## src/rtl/uart_tx.sv

```systemverilog
// ---------------------------------------------------------------------------
// uart_tx -- 8N1/8N2 UART transmitter with a valid/ready byte input.
//
// Handshake: a byte moves on a rising CLK edge where valid=1 and ready=1.
// ready is high only while the transmitter is idle; upstream may raise,
// hold or drop valid and change data at any time, and nothing is sampled
// except on the accept edge. busy is always the inverse of ready.
//
// Ports:
//   CLK        system clock, rising-edge active
//   RESET      asynchronous, active-high reset (aborts any frame)
//   data[7:0]  byte to transmit, latched on the accept edge
//   valid      upstream offers data this cycle
//   ready      block can accept a byte this cycle (state == IDLE)
//   busy       frame in progress (== !ready)
//   TXD        serial line, idle high, driven straight from a flop
//   fsm_state  current FSM state (IDLE=0, START=1, DATA=2, STOP=3)
// ---------------------------------------------------------------------------
module uart_tx #(
   parameter int CLKS_PER_BIT = 104,
   parameter int STOP_BITS    = 1
) (
   input  logic       CLK,
   input  logic       RESET,
   input  logic [7:0] data,
   input  logic       valid,
   output logic       ready,
   output logic       busy,
   output logic       TXD,
   output logic [1:0] fsm_state
);

   localparam int CW = $clog2(CLKS_PER_BIT);
   localparam logic [CW-1:0] BAUD_LAST = CW'(CLKS_PER_BIT - 1);

   typedef enum logic [1:0] {
      IDLE  = 2'd0,
      START = 2'd1,
      DATA  = 2'd2,
      STOP  = 2'd3
   } state_t;

   state_t        state_q, state_d;
   logic [CW-1:0] baud_q;
   logic [2:0]    idx_q;
   logic [7:0]    shift_q;
   logic          stop_q;
   logic          txd_q, txd_d;

   logic bit_done;
   logic accept;
   logic stop_last;

   assign bit_done  = (baud_q == BAUD_LAST);
   assign accept    = valid && (state_q == IDLE);
   // With one stop bit the first stop period is already the last one.
   assign stop_last = (stop_q == 1'(STOP_BITS - 1));

   // State register plus the datapath registers that travel with it.
   always_ff @(posedge CLK or posedge RESET) begin
      if (RESET) begin
         state_q <= IDLE;
         baud_q  <= '0;
         idx_q   <= '0;
         shift_q <= '0;
         stop_q  <= 1'b0;
         txd_q   <= 1'b1;
      end else begin
         state_q <= state_d;
         txd_q   <= txd_d;
         if (state_q == IDLE) begin
            if (accept) begin
               shift_q <= data;
               baud_q  <= '0;
               idx_q   <= '0;
               stop_q  <= 1'b0;
            end
         end else begin
            baud_q <= bit_done ? '0 : baud_q + CW'(1);
            // The line already shows shift_q[1] on this edge (see txd_d),
            // so the shift and the index move together at the boundary.
            if (state_q == DATA && bit_done) begin
               idx_q   <= idx_q + 3'd1;
               shift_q <= {1'b0, shift_q[7:1]};
            end
            if (state_q == STOP && bit_done) begin
               stop_q <= ~stop_q;
            end
         end
      end
   end

   // Next-state logic.
   always_comb begin
      state_d = state_q;
      case (state_q)
         IDLE:    if (accept)                     state_d = START;
         START:   if (bit_done)                   state_d = DATA;
         DATA:    if (bit_done && idx_q == 3'd7)  state_d = STOP;
         STOP:    if (bit_done && stop_last)      state_d = IDLE;
         default:                                 state_d = IDLE;
      endcase
   end

   // Output logic. TXD is registered, so txd_d is the value the line
   // must carry in the cycle that follows the current edge.
   always_comb begin
      ready = (state_q == IDLE);
      busy  = (state_q != IDLE);
      txd_d = txd_q;
      case (state_q)
         IDLE:    txd_d = ~accept;
         START:   if (bit_done) txd_d = shift_q[0];
         DATA:    if (bit_done) txd_d = (idx_q == 3'd7) ? 1'b1 : shift_q[1];
         STOP:    txd_d = 1'b1;
         default: txd_d = 1'b1;
      endcase
   end

   assign TXD       = txd_q;
   assign fsm_state = state_q;

endmodule

```

## config.mk

```make
export PLATFORM = sky130hd
export DESIGN_NAME = uart_tx
export DESIGN_NICKNAME = d
export VERILOG_FILES = /design/src/rtl/uart_tx.sv
export SDC_FILE = /design/constraint.sdc
export NUM_CORES = 1
export LEC_CHECK = 0
export BUFFER_PORTS_ARGS = -buffer_cell sky130_fd_sc_hd__buf_4
export CELL_PAD_IN_SITES_DETAIL_PLACEMENT = 1
export CELL_PAD_IN_SITES_GLOBAL_PLACEMENT = 1
export CORE_MARGIN = 4
export CORE_UTILIZATION = 46
export CTS_BUF_LIST = sky130_fd_sc_hd__clkbuf_8
export DETAILED_ROUTE_END_ITERATION = 12
export PLACE_DENSITY_LB_ADDON = 0.2
export SYNTH_ARGS = -nofsm -noshare
export SYNTH_HDL_FRONTEND = slang
export SYNTH_SLANG_ARGS = --single-unit
```

## constraint.sdc

```tcl
create_clock -name CLK -period 2 [get_ports CLK]
set_input_delay 0.4 -clock CLK [delete_from_list [all_inputs] [get_ports CLK]]
set_output_delay 0.4 -clock CLK [all_outputs]
set_load 0.02 [all_outputs]
```

==> results.sh <==
export IMPL_status="completed"
export IMPL_ir_worst_vdd_uv=449
export IMPL_dp_cells=158
export IMPL_dr_pass1_iters=5
export IMPL_synthesis_area_mm2=0.00118
export IMPL_rows=18
export IMPL_grt_pass1_wl_um=4650
export IMPL_mostFrequentLayoutCells="dfrtp_1, buf_4, o21ai_0, nand2_1, mux2i_1"
export IMPL_synth_top_area_share=0.444
export IMPL_worst_pin_slew_ns=0.549
export IMPL_core_area_mm2=0.00245
export IMPL_multi_input_area_um2=599
export IMPL_start_util=0.482
export IMPL_regArea_um2=554
export IMPL_drtIter0Drc=29
export IMPL_power_frac_seq=0.498
export IMPL_finalCritPeriodShare=0.942
export IMPL_fin_tns_setup_ns=0
export IMPL_worst_slack_ns=0.116
export IMPL_die_w_um=58.7
export IMPL_boundaryPins=16
export IMPL_critPathLaunchType="register"
export IMPL_cts_tree="yes"
export IMPL_hold_class="input port to asynchronous set/reset pin"
export IMPL_max_cap_violations=0
export IMPL_timing_worst_setup_path_type="register to primary output"
export IMPL_power_static_leakage_nw=0.683
export IMPL_period_needed_ns=1.88
export IMPL_ys_ff_latch=22
export IMPL_holdWs_ns=0.169
export IMPL_port_buffers=15
export IMPL_fin_nets=152
export IMPL_cellInternalPower_mw=0.726
export IMPL_cp_arrival_ns=1.48
export IMPL_synth_cells=112
export IMPL_place_area_mm2=0.00136
export IMPL_post_cts_buffers=0
export IMPL_wl_um=2710
export IMPL_die_h_um=58.7
export IMPL_syn_nets=131
export IMPL_grt_overflow_total=0
export IMPL_worst_r2r_setup_slack_ns=0.13
export IMPL_yosys_warnings=0
export IMPL_ctsHtreeMaxLevel=1
export IMPL_antenna_found_initial=0
export IMPL_clock_latency_ns=0.27
export IMPL_clock_sinks=22
export IMPL_cts_buffers=3
export IMPL_fmax_ghz=0.531
export IMPL_switching_share=0.186
export IMPL_cp_max_fo=8
export IMPL_dr_total_vias=931
export IMPL_hold_violations=0
export IMPL_place_congestion=0.740
export IMPL_grt_pass1_vias=999
export IMPL_root_buffer="clkbuf_8"
export IMPL_n_antenna_cell=0
export IMPL_setup_worst_path_end_class="primary output"
export IMPL_fillers=270
export IMPL_pwr_share_clk=0.472
export IMPL_synth_top_cell_by_area="dfrtp_1"
export IMPL_vias_per_cell=5.75
export IMPL_fin_skew_ns=0.00829
export IMPL_post_place_ws_ns=0.156
export IMPL_synthDistinctLibCells=31
export IMPL_die_area_mm2=0.00345
export IMPL_yosys_top_cells_area="dfrtp_1, ha_1, mux2i_1"
export IMPL_drc=0
export IMPL_cts_resized=0
export IMPL_finalPower_mw=0.892
export IMPL_slew_violations=0
export IMPL_clkTransAtPathRegs_ns=0.08
export IMPL_place_hpwl_um=2090
export IMPL_antenna_left=0
export IMPL_synthToLayoutAreaGrowth_pct=20.6
export IMPL_fin_cells=162
export IMPL_clockBufferDepth=2
export IMPL_rsz0062_at_grt="false"
export IMPL_design_area_mm2=0.00143
export IMPL_ys_seq_area_frac=0.466
export IMPL_post_route_util=0.582
export IMPL_slew_headroom=0.634
export IMPL_final_setup_viol_count=0
export IMPL_postSynthAreaPerCell_um2=10.6
export IMPL_power_switching_mw=0.166
export IMPL_avgRoutedWirePerCell_um=16.7
export IMPL_power_density_mw_per_mm2=625
export IMPL_grt_usage=0.182
export IMPL_grt_max_degree=15
export IMPL_drive_gt1_frac=0.250
export IMPL_cp_required_ns=1.60
export IMPL_combPwrFrac=0.030
export IMPL_holdBufCountCts=0
[state kept, by name, indices dropped and copies added (netlist names)]
signal / count
idx_q: 3
TXD: 1
shift_q: 8
stop_q: 1
baud_q: 7
fsm_state: 2
[power by group through the flow]
| stage | Combinational, mW | Sequential (mW) | Clock, mW |
|---|---|---|---|
| floorplan | 0.00728 | 0.453 | 0 |
| global placement | 0.0263 | 0.453 | 0 |
| detailed placement | 0.0278 | 0.453 | 0 |
| CTS | 0.0278 | 0.444 | 0.428 |
| global route | 0.0303 | 0.445 | 0.452 |
| finish | 0.0267 | 0.444 | 0.421 |
[worst paths after layout]
| kind | from | endpoint | depth (start not counted) |
|---|---|---|---|
| worst max-delay path | fsm_state[0] | ready | 4 |
| worst min-delay path | RESET | idx_q[1] | 2 |
| worst max register to register | fsm_state[0] | fsm_state[1] | 6 |
| worst min register to register | shift_q[3] | shift_q[3] | 2 |
| max in group asynchronous | RESET | TXD | 3 |
| min in group CLK | data[7] | shift_q[7] | 2 |
[routing by layer]
layer  up-vias  global-route usage  wire length (um)
li1        447                   -                 -
met1       457               0.218              1200
met2        22               0.303              1310
met3         5              0.0439               146
met4         0              0.0906                50
met5         -                   0                 0
[critical path: stages, from the launching register on]
cell     delay (ns)
dfrtp_2        0.43
inv_1          0.13
ha_1           0.27
buf_4          0.23
buf_4          0.16
[layout make-up]
| cell class | instances | area share |
|---|---|---|
| Clock buffer | 3 | 0.0289 |
| Clock inverter | 1 | 0.0210 |
| Inverter | 6 | 0.0158 |
| Multi-Input combinational cell | 81 | 0.420 |
| Sequential cell | 22 | 0.388 |
| Tap cell | 30 | 0.0263 |
| Timing Repair Buffer | 19 | 0.0999 |
[synth_stat cells]
library cell  count
mux2_2            3
a2111oi_0         1
and2_1            3
nand2_1           9
a21oi_1           4
buf_2             1
a31oi_1           5
a221o_1           1
dfstp_2           1
a41oi_1           1
mux2_1            1
nand2b_1          2
nand3_1           3
nor2_1            7
and3_1            2
mux2i_1           9
o21a_1            1
a21o_1            1
ha_1              8
inv_1             6
a41oi_2           1
nand3b_1          1
a22o_1            5
xnor2_1           1
and4bb_2          1
nor3_1            1
dfrtp_1          21
o21ai_0           9
clkbuf_1          1
buf_1             1
o211a_1           1
[logic make-up after synthesis]
logic type	synth area share
buffers and inverters	0.0296
adder cells (fa/ha/maj)	0.0846
XOR/XNOR	0.00740
AND/OR/NAND/NOR	0.122
AO/OA/AOI/OAI	0.177
multiplexers	0.114
flip-flops	0.466
No activity file was read; power rests on OpenSTA's default activity.
